--- src/rtl/cia_pkg.sv ---
// cia_pkg: shared constants for the CIA timer block.
//   - register indices of the CPU-visible map
//   - control-register bit positions and writable-bit masks
//   - timer B input-mode encodings
package cia_pkg;

    // Register indices (CPU ab[3:0])
    localparam logic [3:0] REG_TA_LO = 4'h4;
    localparam logic [3:0] REG_TA_HI = 4'h5;
    localparam logic [3:0] REG_TB_LO = 4'h6;
    localparam logic [3:0] REG_TB_HI = 4'h7;
    localparam logic [3:0] REG_ICR   = 4'hD;
    localparam logic [3:0] REG_CRA   = 4'hE;
    localparam logic [3:0] REG_CRB   = 4'hF;

    // Control-register bit positions
    localparam int CR_START      = 0;
    localparam int CR_ONESHOT    = 3;
    localparam int CR_FORCE_LOAD = 4;
    localparam int CR_INMODE_LO  = 5;
    localparam int CR_INMODE_HI  = 6;

    // Bits that are actually stored; FORCE_LOAD is a strobe and never stored.
    // CRA keeps bit 5 as plain storage, CRB uses bits 6:5 as INMODE.
    localparam logic [7:0] CRA_MASK = 8'h29;
    localparam logic [7:0] CRB_MASK = 8'h69;

    // Timer B count-source selection
    typedef enum logic [1:0] {
        INMODE_TICK = 2'b00,
        INMODE_RSV1 = 2'b01,
        INMODE_TA   = 2'b10,
        INMODE_RSV3 = 2'b11
    } inmode_e;

endpackage

--- src/rtl/cia_timer_unit.sv ---
// cia_timer_unit: one 16-bit down-counting timer with reload latch.
// Ports:
//   clk, reset        clock, asynchronous active-high reset
//   tick              phi2 count strobe
//   casc_uf           underflow of the preceding timer (used when HAS_INMODE=1)
//   wr_lo/wr_hi/wr_cr write strobes for the low latch byte, high latch byte, control reg
//   di                write data
//   counter           live counter value
//   cr                stored control register (FORCE_LOAD always reads 0)
//   underflow         combinational underflow in the current cycle
module cia_timer_unit
    import cia_pkg::*;
#(
    parameter logic [7:0] CR_MASK    = CRA_MASK,
    parameter bit         HAS_INMODE = 1'b0
) (
    input  logic        clk,
    input  logic        reset,
    input  logic        tick,
    input  logic        casc_uf,
    input  logic        wr_lo,
    input  logic        wr_hi,
    input  logic        wr_cr,
    input  logic [7:0]  di,
    output logic [15:0] counter,
    output logic [7:0]  cr,
    output logic        underflow
);

    logic [15:0] latch_r;
    logic [15:0] counter_r;
    logic [7:0]  cr_r;

    logic        src_s;
    logic        force_s;
    logic        event_s;
    logic        underflow_s;
    inmode_e     inmode_s;

    // Count-event qualification and underflow detection
    always_comb begin
        src_s    = 1'b0;
        inmode_s = inmode_e'(cr_r[CR_INMODE_HI:CR_INMODE_LO]);
        if (HAS_INMODE) begin
            case (inmode_s)
                INMODE_TICK: src_s = tick;
                INMODE_TA:   src_s = casc_uf;
                default:     src_s = 1'b0;
            endcase
        end else begin
            src_s = tick;
        end
        force_s = wr_cr & di[CR_FORCE_LOAD];
        // START uses the pre-edge value, so a write that sets START counts from the next cycle.
        // A force load pre-empts any count in the same cycle.
        event_s     = cr_r[CR_START] & src_s & ~force_s;
        underflow_s = event_s & (counter_r == 16'h0000);
    end

    // Latch, counter and control-register state
    always_ff @(posedge clk or posedge reset) begin
        if (reset) begin
            latch_r   <= 16'hFFFF;
            counter_r <= 16'h0000;
            cr_r      <= 8'h00;
        end else begin
            if (wr_lo) begin
                latch_r[7:0] <= di;
            end
            if (wr_hi) begin
                latch_r[15:8] <= di;
            end

            // Reload paths read latch_r, i.e. the value before any write in this edge.
            if (force_s) begin
                counter_r <= latch_r;
            end else if (wr_hi && !cr_r[CR_START]) begin
                counter_r <= {di, latch_r[7:0]};
            end else if (underflow_s) begin
                counter_r <= latch_r;
            end else if (event_s) begin
                counter_r <= counter_r - 16'd1;
            end

            if (wr_cr) begin
                cr_r <= di & CR_MASK;
            end else if (underflow_s && cr_r[CR_ONESHOT]) begin
                cr_r[CR_START] <= 1'b0;
            end
        end
    end

    assign counter   = counter_r;
    assign cr        = cr_r;
    assign underflow = underflow_s;

endmodule

--- src/rtl/cia_timers.sv ---
// cia_timers: CIA-style pair of 16-bit interval timers with interrupt control.
// Ports:
//   clk, reset  clock, asynchronous active-high reset
//   tick        phi2 count strobe
//   cs, addr    chip select and register index (CPU ab[3:0])
//   we, di      write enable and write data
//   dout        registered read data (CPU data-in via bus mux)
//   irq_n       registered active-low interrupt request
module cia_timers
    import cia_pkg::*;
(
    input  logic       clk,
    input  logic       reset,
    input  logic       tick,
    input  logic       cs,
    input  logic [3:0] addr,
    input  logic       we,
    input  logic [7:0] di,
    output logic [7:0] dout,
    output logic       irq_n
);

    logic        wr_s;
    logic        rd_s;
    logic        icr_rd_s;
    logic        icr_wr_s;
    logic        ir_s;
    logic [1:0]  flags_nxt_s;
    logic [1:0]  mask_nxt_s;
    logic [7:0]  rd_data_s;

    logic [15:0] ta_cnt_s;
    logic [15:0] tb_cnt_s;
    logic [7:0]  cra_s;
    logic [7:0]  crb_s;
    logic        ta_uf_s;
    logic        tb_uf_s;

    logic [1:0]  flags_r;
    logic [1:0]  mask_r;
    logic [7:0]  dout_r;
    logic        irq_n_r;

    assign wr_s = cs & we;
    assign rd_s = cs & ~we;

    cia_timer_unit #(
        .CR_MASK    (CRA_MASK),
        .HAS_INMODE (1'b0)
    ) u_timer_a (
        .clk       (clk),
        .reset     (reset),
        .tick      (tick),
        .casc_uf   (1'b0),
        .wr_lo     (wr_s && (addr == REG_TA_LO)),
        .wr_hi     (wr_s && (addr == REG_TA_HI)),
        .wr_cr     (wr_s && (addr == REG_CRA)),
        .di        (di),
        .counter   (ta_cnt_s),
        .cr        (cra_s),
        .underflow (ta_uf_s)
    );

    cia_timer_unit #(
        .CR_MASK    (CRB_MASK),
        .HAS_INMODE (1'b1)
    ) u_timer_b (
        .clk       (clk),
        .reset     (reset),
        .tick      (tick),
        .casc_uf   (ta_uf_s),
        .wr_lo     (wr_s && (addr == REG_TB_LO)),
        .wr_hi     (wr_s && (addr == REG_TB_HI)),
        .wr_cr     (wr_s && (addr == REG_CRB)),
        .di        (di),
        .counter   (tb_cnt_s),
        .cr        (crb_s),
        .underflow (tb_uf_s)
    );

    // Interrupt flag/mask next state
    always_comb begin
        icr_rd_s = rd_s & (addr == REG_ICR);
        icr_wr_s = wr_s & (addr == REG_ICR);
        ir_s     = |(flags_r & mask_r);
        // A same-cycle underflow wins over the read-clear.
        flags_nxt_s = (icr_rd_s ? 2'b00 : flags_r) | {tb_uf_s, ta_uf_s};
        if (icr_wr_s) begin
            if (di[7]) begin
                mask_nxt_s = mask_r | di[1:0];
            end else begin
                mask_nxt_s = mask_r & ~di[1:0];
            end
        end else begin
            mask_nxt_s = mask_r;
        end
    end

    // Read multiplexer
    always_comb begin
        rd_data_s = 8'h00;
        case (addr)
            REG_TA_LO: rd_data_s = ta_cnt_s[7:0];
            REG_TA_HI: rd_data_s = ta_cnt_s[15:8];
            REG_TB_LO: rd_data_s = tb_cnt_s[7:0];
            REG_TB_HI: rd_data_s = tb_cnt_s[15:8];
            REG_ICR:   rd_data_s = {ir_s, 5'b00000, flags_r};
            REG_CRA:   rd_data_s = cra_s;
            REG_CRB:   rd_data_s = crb_s;
            default:   rd_data_s = 8'h00;
        endcase
    end

    // Interrupt state, read data and irq_n registers
    always_ff @(posedge clk or posedge reset) begin
        if (reset) begin
            flags_r <= 2'b00;
            mask_r  <= 2'b00;
            dout_r  <= 8'h00;
            irq_n_r <= 1'b1;
        end else begin
            flags_r <= flags_nxt_s;
            mask_r  <= mask_nxt_s;
            irq_n_r <= ~ir_s;
            if (rd_s) begin
                dout_r <= rd_data_s;
            end
        end
    end

    assign dout  = dout_r;
    assign irq_n = irq_n_r;

endmodule

--- config.mk ---
export PLATFORM = sky130hd
export DESIGN_NAME = cia_timers
export DESIGN_NICKNAME = d
export VERILOG_FILES = /design/src/rtl/cia_pkg.sv /design/src/rtl/cia_timer_unit.sv /design/src/rtl/cia_timers.sv
export SDC_FILE = /design/constraint.sdc
export NUM_CORES = 1
export LEC_CHECK = 0
export ABC_AREA = 0
export ABC_CLOCK_PERIOD_IN_PS = 4200
export BUFFER_PORTS_ARGS = -buffer_cell sky130_fd_sc_hd__clkbuf_2
export CORE_UTILIZATION = 38
export CTS_CLUSTER_SIZE = 24
export DETAILED_ROUTE_END_ITERATION = 10
export PLACE_DENSITY_LB_ADDON = 0.3
export SYNTH_ARGS = -nofsm -noshare
export SYNTH_HDL_FRONTEND = slang
export SYNTH_SLANG_ARGS = --single-unit
--- constraint.sdc ---
create_clock -name clk -period 4.2 [get_ports clk]
set_clock_uncertainty 0.1 [all_clocks]
set_input_delay 1.26 -clock clk [delete_from_list [all_inputs] [get_ports clk]]
set_output_delay 1.26 -clock clk [all_outputs]
set_load 0.005 [all_outputs]
# Word-level counts from Yosys, hierarchy flattened
# Cells that the tools add are included.
word_totals:
  regBits: 84
  input_bits: 17
  out_inout_bits: 9
  wordCells: 81
classes:
  n_addsub: 2
  n_eq_ne: 8
  mux: 16
  bitwise_logic: 21
  n_reduce_logical: 20
op_table:
  columns: ["op", "n"]
  rows:
  - ["two-way mux 16 bit", 8]
  - ["one-hot mux 8 bit (7 select lines)", 1]
  - ["logical NOT 16 bit", 2]
  - ["subtractor 16 x 1 -> 16 bit, second input constant", 2]
  - ["equality test 4 x 3 -> 1 bit, second input constant", 4]
  - ["AND 1 bit", 12]
  - ["equality test 4 bit, second input constant", 3]
  - ["logical AND 1 bit", 10]
  - ["nonzero test 4 bit", 2]
  - ["AND 2 bit", 2]
  - ["two-way mux 1 bit", 4]
  - ["two-way mux 2 bit", 2]
  - ["NOT 1 bit", 4]
  - ["OR 2 bit", 2]
  - ["nonzero test 2 bit", 2]
  - ["equality test 2 bit, second input constant", 1]
  - ["logical NOT 1 bit", 2]
  - ["logical NOT 2 bit", 1]
  - ["NOT 2 bit", 1]
  - ["one-hot mux 1 bit (2 select lines)", 1]
  - ["OR reduction 2 bit", 1]

# Longest topological paths before layout
# Gate-level depths: netlist of run 1.
depth:
  depth_word: 13
  mapped_depth: 10
  ltp_nobuf: 8

# Hierarchy
# A second synthesis of run 1 with hierarchy kept.
hier_totals:
  cells_unflattened: 511
  area_unflattened_um2: 5111.2
modules_own_cells:
  columns: ["mod", "n_inst", "cells_each", "area_per_inst_um2", "seq_area_each_um2"]
  rows:
  - ["cia_timer_unit (u_timer_b)", 1, 204, 2103.3, 920.9]
  - ["cia_timer_unit (u_timer_a)", 1, 186, 1936.9, 895.9]
  - ["cia_timers", 1, 121, 1071.0, 326.6]

# Worst setup path before layout of run 1
# No wires, ideal clock.
synth_path:
  path_kind: "input-to-reg"
  from: "input port addr[3]"
  to: "register u_timer_b.counter_r[10] (netlist: u_timer_b.counter[10])"
  setup_time_ns: 0.121
  t_arrival_ns: 2.793
  required_time_ns: 3.979
  slack_ns: 1.186
  path_stages: 9
  n_path_buf: 3
  path_cell_list: "buf_2 and4_1 and2_1 buf_2 nor3_1 o21a_1 buf_2 a21oi_1 a22o_1"
synth_between:
  elab_chain_cells: 13
  word_cells_on_any_way: 21
  classes_between: "eq/ne (3); mux (4); bitwise (9); reduce/logical (5)"
synth_lines:
  columns: ["item", "line_no", "source"]
  rows:
  - ["start: declaration", "cia_timers.sv:16", "input logic [3:0] addr,"]
  - ["equality test 4 bit", "cia_timers.sv:57", ".wr_cr (wr_s && (addr == REG_CRA)),"]
  - ["logical AND 1 bit", "cia_timers.sv:57", null]
  - ["AND 1 bit", "cia_timer_unit.sv:53", "force_s = wr_cr & di[CR_FORCE_LOAD];"]
  - ["NOT 1 bit", "cia_timer_unit.sv:56", "event_s = cr_r[CR_START] & src_s & ~force_s;"]
  - ["AND 1 bit", "cia_timer_unit.sv:56", null]
  - ["AND 1 bit", "cia_timer_unit.sv:57", "underflow_s = event_s & (counter_r == 16'h0000);"]
  - ["one-hot mux 1 bit (2 select lines)", "cia_timer_unit.sv:45", "case (inmode_s)"]
  - ["AND 1 bit (2 in a row)", "cia_timer_unit.sv:56", null]
  - ["AND 1 bit", "cia_timer_unit.sv:57", null]
  - ["two-way mux 16 bit", "cia_timer_unit.sv:79", "end else if (underflow_s) begin"]
  - ["two-way mux 16 bit", "cia_timer_unit.sv:77", "end else if (wr_hi && !cr_r[CR_START]) begin"]
  - ["two-way mux 16 bit", "cia_timer_unit.sv:75", "if (force_s) begin"]
  - ["end signal: assignment", "cia_timer_unit.sv:76", "counter_r <= latch_r;"]
  - ["end signal: assignment", "cia_timer_unit.sv:78", "counter_r <= {di, latch_r[7:0]};"]
  - ["end signal: assignment", "cia_timer_unit.sv:80", "counter_r <= latch_r;"]
  - ["end: declaration", "cia_timer_unit.sv:31", "logic [15:0] counter_r;"]
# Several ways; a longest one is shown, not always the timed one.
# A chain may end at the register's enable or synchronous reset.

# Worst setup path in the final report of run 1
layout_path:
  from: "input port addr[0]"
  to: "register u_timer_b.counter_r[5] (netlist: u_timer_b.counter[5])"
# The elaborated chain is that of the path after synthesis.

==> results of run 1 <==
where the power goes:
part / leakage, nW / internal (mW) / total, mW / switching [mW]
logic: 1.14 / 0.382 / 0.775 / 0.393
registers: 0.976 / 1.08 / 1.41 / 0.333
clock network: 0.183 / 0.674 / 0.993 / 0.318
total: 2.30 / 2.14 / 3.18 / 1.04
layout make-up:
class                           count  area, um2
Clock buffer                       12      256.5
Clock inverter                      4      120.1
Fill cell                        1150       6716
Inverter                           14      53.80
Multi-Input combinational cell    349       2569
Sequential cell                    84       2143
Tap cell                          168      210.2
Timing Repair Buffer               34      192.7
worst paths after layout:
path | startpoint | to | slack, ns | cells past startpoint
max | addr[0] | u_timer_b.counter[5] | 0.78 | 7
min | flip-flop | irq_n | 0.37 | 1
max reg2reg | u_timer_a.counter[0] | u_timer_b.counter[13] | 1.21 | 9
min reg2reg | flip-flop | irq_n | 0.37 | 1
max in group asynchronous | reset | u_timer_b.latch_r[5] | 2.26 | 3
min in group asynchronous | reset | u_timer_a.counter[6] | 0.88 | 2
per-stage QoR:
| step | hold WS (ns) | area (um2) | power [mW] | util [%] | worst slack [ns] |
|---|---|---|---|---|---|
| global placement | 0.3387 | 5169 | 2.151 | 42.15 | 0.5841 |
| floorplan | 0.3046 | 4872 | 1.897 | - | 0.7295 |
| finish | 0.3699 | 5545 | 3.181 | 45.22 | 0.7772 |
| CTS | 0.3676 | 5545 | 3.176 | 45.22 | 0.8021 |
| global route | 0.4079 | 5545 | 3.350 | 45.22 | 0.6205 |
| detailed placement | 0.3592 | 5169 | 2.174 | 42.15 | 0.4354 |
sequential cells by signal, summed over array words and instances (netlist names), named ones only:
name               flops
u_timer_b.cr           4
u_timer_a.cr           3
u_timer_b.latch_r     16
irq_n                  1
u_timer_a.latch_r     16
u_timer_a.counter     16
dout                   8
flags_r                2
u_timer_b.counter     16
per-layer routing:
metal	vias up	share of wire [%]
met1	1993	45
li1	1816	-
met4	0	2.9
met3	32	7.1
met5	-	0
met2	197	45
placed cells by master (no fill, tap or decap), types with 11 or more instances in the layout:
master,synthesis,final
a21oi_1,18,18
inv_1,14,13
clkbuf_2,0,25
o21ai_0,16,16
nor2_1,23,23
dfstp_2,33,33
nand2_1,36,36
and3_1,11,11
o21ai_1,16,16
nor3_1,22,22
mux2_2,40,40
dfrtp_1,51,51
cells by family (layout without fill, tap and decap cells):
kind of cell / after synthesis / count (layout) / synth area share (%)
AND/OR/NAND/NOR: 161 / 161 / 19.08
adder cells (fa/ha/maj): 3 / 3 / 0.7705
multiplexers: 55 / 55 / 13.69
flip-flops: 84 / 84 / 43.99
buffers and inverters: 36 / 64 / 3.287
XOR/XNOR: 7 / 7 / 1.258
AO/OA/AOI/OAI: 123 / 123 / 17.93
==> impl_metrics.py, run 1 <==
metrics = {
    "outcome": {
        "outcome": "finished, final reports clean",
    },
    "setup_path": {
        "worstSetupEndpointType": "flip-flop",
        "cpLargestDelayFamily": "compound AO/OA/AOI/OAI gates",
        "crit_buf_inv": 1,
        "crit_arrival_ns": 3.55,
        "startpoint_type": "input port",
        "cp.required_ns": 4.32,
        "worstSetupPathType": "input port to flip-flop",
        "slowest_delay_ns": 0.62,
        "cp_cell_sequence": "clkbuf_2 > and3_1 > nand2_1 > o2111ai_4 > o31ai_4 > o21ai_0 > a211o_1",
        "path_max_fanout": 22,
        "cpMaxStageDelayCell": "o31ai_4",
    },
    "synth": {
        "synth_area_per_cell_um2": 10.39,
        "yosys_most_used_dff": "dfrtp_1",
        "yosys.area.top_type": "dfrtp_1",
        "syn-num-nets": 489,
        "yosysWarnings": 0,
        "synthCells": 469,
        "synth-edff-count": 0,
        "synth.distinct_cells": 75,
        "synth.top_cell.area_share_pct": 26.19,
        "synth-seq-cells": 84,
        "synthArstFlopShare_pct": 100.0,
        "netlist_area_um2": 4872,
        "yosysMostFrequentCell": "dfrtp_1",
        "yosys-top-cells-area": "dfrtp_1 (26%), dfstp_2 (18%), mux2_2 (9.2%), nand2_1 (2.8%), nor3_1 (2.3%)",
        "synthTopCellsByCount": "dfrtp_1 (51), mux2_2 (40), nand2_1 (36), dfstp_2 (33), nor2_1 (23)",
        "yosysSeqAreaShare_pct": 43.99,
    },
    "timing": {
        "fmax_mhz": 292.2,
        "relSlewSlack_pct": 25.74,
        "maxSlewViolCount": 0,
        "period_share_pct": 81.49,
        "setup-tns-final_ns": 0,
        "worstMarginPinSlew_ns": 1.110,
        "rsz0062_at_grt": "false",
        "hold_violations": 0,
        "fin_crit_ns": 3.423,
        "finalSetupViolations": 0,
    },
    "layout": {
        "num_antenna_cells": 0,
        "drive_gt1_share_pct": 29.58,
        "instances_no_fill": 665,
        "syn2layout_area_growth_pct": 13.82,
        "final_nets": 512,
    },
    "placement": {
        "place.gp.congestion": 0.9036,
        "io_buffers": 25,
        "dp.final_hpwl_um": 9619,
        "dp_cells": 649,
    },
    "route": {
        "antenna_left": 0,
        "wl_um": 13290,
        "drc": 0,
        "wl_per_cell_um": 19.98,
        "drt-initial-drc-count": 368,
        "viasPerCell": 6.072,
        "drt_pre_antenna_iters": 5,
        "vias": 4038,
    },
    "grt": {
        "grt_pass1_vias": 3846,
        "grt_antenna_before_repair": 0,
        "met3_usage_pct": 3.268,
        "grt_overflow": 0,
        "use_met2_pct": 32.85,
        "grt_pass1_wl_um": 21620,
        "grt_max_degree": 42,
        "grt_util_met1_pct": 31.01,
        "grt_use_total_pct": 21.72,
        "top_usage_layer": "met2",
    },
    "clocking": {
        "postCtsResizedCells": 0,
        "cts_root_buf": "clkbuf_16",
        "cts.sinks": 84,
        "cts_buffers": 9,
        "clk_pin_slew_ns": 0.06,
        "clockBufferDepth": 2,
        "cts_post_setup_buffers_inserted": 0,
        "h-tree-depth": 3,
        "cts_tree": "done",
        "clkLatencyLatePin_ns": 0.34,
        "postCtsHoldBufs": 0,
    },
    "power_and_ir_drop": {
        "cellLeakagePower_nw": 2.301,
        "power.density_nw_per_um2": 573.6,
        "vdd_ir_drop_max_uv": 199.3,
    },
    "flow_run": {
        "drv_cap": 0,
    },
    "floorplanning": {
        "row_count": 40,
        "start_util_pct": 39.73,
        "dieHeight_um": 115.2,
        "die-area_um2": 13280,
        "die_w_um": 115.2,
        "core_um2": 12260,
        "io_pins": 26,
    },
    "worst_hold_path": {
        "hp-class": "flip-flop to flip-flop",
    },
}
No activity file was read; power rests on OpenSTA's default activity.
==> run 2, diff against run 1 <==
Settings changed: ABC_CLOCK_PERIOD_IN_PS 4200 to 3590.
Clock period 4.2 ns to 3.59 ns, I/O delays scaled along.
==> run 2 against run 1 <==
Via count fell by 2.1%. Wire length fell by 3.1%. Combinational power rose by 16%. Critical path depth rose by 1. Largest cell class unchanged.
==> impl_metrics.py, run 2 (synthesis results as in run 1) <==
metrics = {
    "setup_path": {
        "cp.required_ns": 3.74,
        "r2r_cells": 9,
        "r2r_start": "u_timer_a.counter[0]",
        "slowest_delay_ns": 0.67,
        "crit_arrival_ns": 3.17,
        "crit_cells": 8,
        "cpMaxStageDelayCell": "o21ai_1",
        "timing.rr.end": "u_timer_b.counter[13]",
        "worstSetupEndpointType": "flip-flop",
        "crit_end": "u_timer_b.counter[13]",
        "worstSetupPathType": "input port to flip-flop",
        "r2r_setup_slack_ns": 0.59,
        "cpLargestDelayFamily": "compound AO/OA/AOI/OAI gates",
        "crit_buf_inv": 2,
        "cp_cell_sequence": "clkbuf_2 > and2_1 > and4_4 > nand3_1 > o21ai_1 > buf_4 > nor2_1 > a311oi_2",
        "path_max_fanout": 12,
        "crit_start": "tick",
        "startpoint_type": "input port",
    },
    "route": {
        "viasPerCell": 5.872,
        "drc": 0,
        "drt_pre_antenna_iters": 5,
        "vias": 3952,
        "wl_per_cell_um": 19.13,
        "wl_um": 12870,
        "drt-initial-drc-count": 315,
        "antenna_left": 0,
    },
    "clocking": {
        "cts_root_buf": "clkbuf_16",
        "postCtsHoldBufs": 0,
        "clk_pin_slew_ns": 0.06,
        "clkLatencyLatePin_ns": 0.34,
        "cts_buffers": 9,
        "clockBufferDepth": 2,
        "cts_post_setup_buffers_inserted": 0,
        "cts.sinks": 84,
        "cts_tree": "done",
        "h-tree-depth": 3,
        "postCtsResizedCells": 0,
    },
    "floorplanning": {
        "start_util_pct": 39.73,
        "core_um2": 12260,
        "die_w_um": 115.2,
        "die-area_um2": 13280,
        "dieHeight_um": 115.2,
        "io_pins": 26,
        "row_count": 40,
    },
    "power_and_ir_drop": {
        "vdd_ir_drop_max_uv": 226.0,
        "power.density_nw_per_um2": 618.1,
        "cellLeakagePower_nw": 2.292,
    },
    "placement": {
        "post_dp_cell_area_um2": 5229,
        "dp_cells": 657,
        "dp.final_hpwl_um": 9608,
        "place.gp.congestion": 0.9292,
        "io_buffers": 25,
    },
    "grt": {
        "grt_antenna_before_repair": 1,
        "grt_pass1_wl_um": 21280,
        "grt_max_degree": 39,
        "grt_use_total_pct": 21.44,
        "grt_pass1_vias": 3952,
        "grt_overflow": 0,
    },
    "timing": {
        "worstMarginPinSlew_ns": 0.7697,
        "relSlewSlack_pct": 48.35,
        "hold_violations": 0,
        "maxSlewViolCount": 0,
        "setup-tns-final_ns": 0,
        "fin_crit_ns": 3.021,
        "whs_ns": 0.3550,
        "finalSetupViolations": 0,
        "period_share_pct": 84.15,
        "rsz0062_at_grt": "false",
        "fmax_mhz": 331.0,
    },
    "layout": {
        "instances_no_fill": 673,
        "final_common_cell": "dfrtp_1",
        "syn2layout_area_growth_pct": 13.07,
        "final_nets": 520,
        "stdcell_area_um2": 5509,
        "final_cell_mix": "dfrtp_1 (51), mux2_2 (40), nand2_1 (36), dfstp_2 (33), clkbuf_2 (25)",
        "drive_gt1_share_pct": 30.75,
    },
    "worst_hold_path": {
        "hp-class": "flip-flop to flip-flop",
        "hold_depth": 1,
    },
    "flow_run": {
        "drv_cap": 0,
    },
    "outcome": {
        "outcome": "finished, final reports clean",
    },
}
## run 2: cell types whose count changed in the layout (fill, tap and decap cells not counted)
cell	change
buf_4	+8
diode_2	+1
clkinv_2	+2
clkbuf_1	-1
clkinvlp_4	+2
bufinv_16	-4
## run 2: through the flow
step                util (%)  setup WS [ns]  total power [mW]
CTS                    44.91         0.5868             3.427
floorplan                  -         0.3025             2.219
finish                 44.93         0.5691             3.405
global route           44.91         0.3797             3.614
global placement       42.64         0.3590             2.524
detailed placement     42.64         0.2302             2.546
## run 2: worst min path at each step
stage	startpoint	end	slack, ns
after floorplan	flip-flop	irq_n	0.30
after global placement	flip-flop	irq_n	0.34
after detailed placement	flip-flop	irq_n	0.35
after CTS	flip-flop	irq_n	0.36
after global routing	dout[5]	dout[5]	0.40
final	flip-flop	irq_n	0.36
## run 2: area by class of cell
class,count,area [um2]
timing repair buffer,42,252.7
clock buffer,11,252.7
tap,168,210.2
clock inverter,4,25.02
sequential,84,2143
multi-input combinational,349,2569
fill,1171,6753
inverter,14,53.80
antenna,1,2.502
## run 2: report_power, final
group,leakage [nW],internal [mW],total [mW],switching (mW)
logic,1.18,0.449,0.901,0.452
clock network,0.133,0.499,0.861,0.362
registers,0.976,1.26,1.64,0.379
total,2.29,2.21,3.41,1.19
## run 2: per-layer routing
layer | global-route usage [%] | vias up | share of wire [%] | wire [um]
li1 | - | 1852 | - | -
met3 | 4.481 | 27 | 7.0 | 905
met4 | 8.831 | 0 | 2.6 | 334
met1 | 30.06 | 1912 | 46 | 5932
met2 | 32.21 | 161 | 44 | 5701
met5 | 0 | - | 0 | 0
## run 2: worst reg2reg max path, delay by kind of cell (launching register included)
kind            cells  cell delay [ns]
flops               1             0.45
simple gates        4             0.85
fa+ha+maj           1             0.17
compound gates      2             0.91
buf+inv             2             0.42
==> run 3, diff against run 2 <==
Settings changed: ABC_AREA 0 to 1, ABC_CLOCK_PERIOD_IN_PS 3590 to 3000.
Clock period 3.59 ns to 3 ns, I/O delays scaled along.
==> run 3 against run 2 <==
Cell area is 4.3% higher. Synthesized cell count up 37%. Area after synthesis grew 4.2%. Final cell count grew 26%. Critical endpoint is now u_timer_a.counter[14]. Largest power group unchanged.
==> impl_metrics.py, run 3 <==
metrics = {
    "outcome": {
        "outcome": "finished, final reports clean",
    },
    "synth": {
        "synth-compound-area-share_pct": 16.74,
        "yosysWarnings": 0,
        "yosysSeqAreaShare_pct": 42.23,
        "synth_top_family_by_area": "simple AND/OR/NAND/NOR gates",
        "yosys_most_used_dff": "dfrtp_1",
        "synthArstFlopShare_pct": 100.0,
        "synth.top_cell.area_share_pct": 25.15,
        "synth_xor_area_share_pct": 2.934,
        "syn-num-nets": 663,
        "synthCells": 643,
        "yosys-top-cells-area": "dfrtp_1 (25%), dfstp_2 (17%), nand2_1 (12%), o21ai_0 (7.7%), inv_1 (5.4%)",
        "synth-edff-count": 0,
        "synthSimpleGateAreaFrac_pct": 28.85,
        "synthTopCellsByCount": "nand2_1 (157), o21ai_0 (78), inv_1 (73), dfrtp_1 (51), nor2_1 (44)",
        "synth-seq-cells": 84,
        "muxShareOfSynthArea_pct": 0,
        "yosys.area_share.adder_pct": 0.7396,
        "yosysMostFrequentCell": "nand2_1",
        "netlist_area_um2": 5075,
        "synth_area_per_cell_um2": 7.892,
        "yosys.area.top_type": "dfrtp_1",
        "synth.distinct_cells": 48,
    },
    "grt": {
        "grt_pass1_wl_um": 23920,
        "grt_use_total_pct": 22.31,
        "grt_max_degree": 31,
        "grt_antenna_before_repair": 0,
        "grt_overflow": 0,
        "grt_pass1_vias": 4476,
    },
    "power_and_ir_drop": {
        "p_comb_share_pct": 30.8,
        "power.density_nw_per_um2": 775.0,
        "p_sw_mw": 1.661,
        "vdd_ir_drop_max_uv": 367.4,
        "clkPwrFrac_pct": 28.1,
        "swShare_pct": 37.29,
        "p_int_mw": 2.794,
        "cellLeakagePower_nw": 2.779,
        "pwr-share-seq_pct": 41.1,
    },
    "floorplanning": {
        "row_count": 41,
        "core_um2": 12820,
        "start_util_pct": 39.57,
        "io_pins": 26,
        "die-area_um2": 13820,
        "die_w_um": 117.6,
        "dieHeight_um": 117.6,
    },
    "clocking": {
        "h-tree-depth": 3,
        "cts_post_setup_buffers_inserted": 0,
        "cts_tree": "done",
        "cts.sinks": 84,
        "clk_pin_slew_ns": 0.06,
        "postCtsResizedCells": 0,
        "clkLatencyLatePin_ns": 0.35,
        "postCtsHoldBufs": 0,
        "cts_root_buf": "clkbuf_16",
        "clockBufferDepth": 2,
        "cts_buffers": 9,
    },
    "setup_path": {
        "cp.required_ns": 3.13,
        "path_max_fanout": 5,
        "r2r_start": "u_timer_a.counter[0]",
        "worstSetupEndpointType": "flip-flop",
        "startpoint_type": "flip-flop",
        "worstSetupPathType": "flip-flop to flip-flop",
        "r2r_cells": 13,
        "crit_arrival_ns": 2.55,
        "r2r_setup_slack_ns": 0.58,
        "timing.rr.end": "u_timer_a.counter[14]",
    },
    "layout": {
        "final_nets": 693,
        "seq_area_um2": 2143,
        "final_common_cell": "nand2_1",
        "fillers": 1281,
        "multi_input_area_um2": 2500,
        "drive_gt1_share_pct": 20.21,
        "instances_no_fill": 850,
        "final_cell_mix": "nand2_1 (157), o21ai_0 (78), inv_1 (72), dfrtp_1 (51), nor2_1 (44)",
        "syn2layout_area_growth_pct": 13.26,
        "num_antenna_cells": 0,
    },
    "worst_hold_path": {
        "hold_depth": 2,
        "worstHoldStart": "u_timer_a.latch_r[6]",
        "hp-class": "flip-flop to flip-flop",
        "holdPathEnd": "u_timer_a.latch_r[6]",
    },
    "timing": {
        "hold_violations": 0,
        "period_share_pct": 80.66,
        "worstMarginPinSlew_ns": 0.7049,
        "rsz0062_at_grt": "false",
        "setup-tns-final_ns": 0,
        "fin_crit_ns": 2.420,
        "relSlewSlack_pct": 52.90,
        "maxSlewViolCount": 0,
        "fmax_mhz": 413.3,
        "finalSetupViolations": 0,
    },
    "route": {
        "wl_um": 14780,
        "viasPerCell": 5.415,
        "drt-initial-drc-count": 402,
        "drt_pre_antenna_iters": 8,
        "wl_per_cell_um": 17.38,
        "antenna_left": 0,
        "drc": 0,
        "vias": 4603,
    },
    "placement": {
        "dp_cells": 834,
        "place.gp.congestion": 0.9375,
        "dp.final_hpwl_um": 11190,
        "io_buffers": 25,
    },
    "flow_run": {
        "drv_cap": 0,
    },
}
run 3: worst max path at each step:
stage / from / to / slack, ns / cells after the start
detailed placement: we / u_timer_b.counter[5] / 0.27 / 12
finish: u_timer_a.counter[0] / u_timer_a.counter[14] / 0.58 / 13
CTS: u_timer_a.counter[0] / u_timer_b.counter[5] / 0.62 / 12
floorplan: we / u_timer_b.counter[11] / 0.66 / 11
global route: u_timer_a.counter[0] / u_timer_a.counter[14] / 0.37 / 13
global placement: we / u_timer_b.counter[5] / 0.32 / 12
run 3: routing by layer:
metal / share of wire (%) / GRT usage [%]
met4: 2.0 / 8.333
met2: 46 / 35.80
met5: 0 / 0
met3: 5.4 / 2.859
met1: 46 / 30.70
run 3: logic make-up after synthesis:
group           after synthesis
compound gates              141
xor+xnor                     17
fa+ha+maj                     3
buf+inv                      98
flops                        84
simple gates                300
run 3: power by group through the flow:
stage	clock network [mW]	logic, mW	registers, mW
after floorplan	0	1.02	1.73
after global placement	0	1.33	1.83
after detailed placement	0	1.34	1.84
after CTS	1.26	1.36	1.82
after global routing	1.30	1.55	1.86
final	1.25	1.37	1.83
run 3: final cells by class:
cell class / count / share of cell area [%]
Multi-Input combinational cell: 461 / 43.49
Sequential cell: 84 / 37.29
Inverter: 80 / 5.442
Clock buffer: 12 / 4.636
Timing Repair Buffer: 37 / 4.179
Tap cell: 172 / 3.744
Clock inverter: 4 / 1.219
run 3: worst max-delay path, stage by stage, from the launching register on:
cell and delay (ns):
dfrtp_1 0.39, inv_1 0.20, ha_1 0.22, nand2_1 0.06, nor2_1 0.30, nand2_1 0.12
nor2_1 0.15, nand2_1 0.08, nor2_1 0.21, nand2_1 0.10, a21oi_1 0.14, o21ai_0 0.09
nand2_1 0.06, o21ai_0 0.07
run 3: per-stage QoR:
stage / hold WS [ns] / util [%] / setup WS (ns) / area (um2) / total power [mW]
after global routing: 0.4079 / 44.82 / 0.3697 / 5748 / 4.712
after detailed placement: 0.3857 / 42.20 / 0.2672 / 5411 / 3.181
after floorplan: 0.3527 / - / 0.6571 / 5079 / 2.749
final: 0.3912 / 44.82 / 0.5803 / 5748 / 4.455
after global placement: 0.3838 / 42.20 / 0.3230 / 5411 / 3.165
after CTS: 0.3956 / 44.82 / 0.6243 / 5748 / 4.439
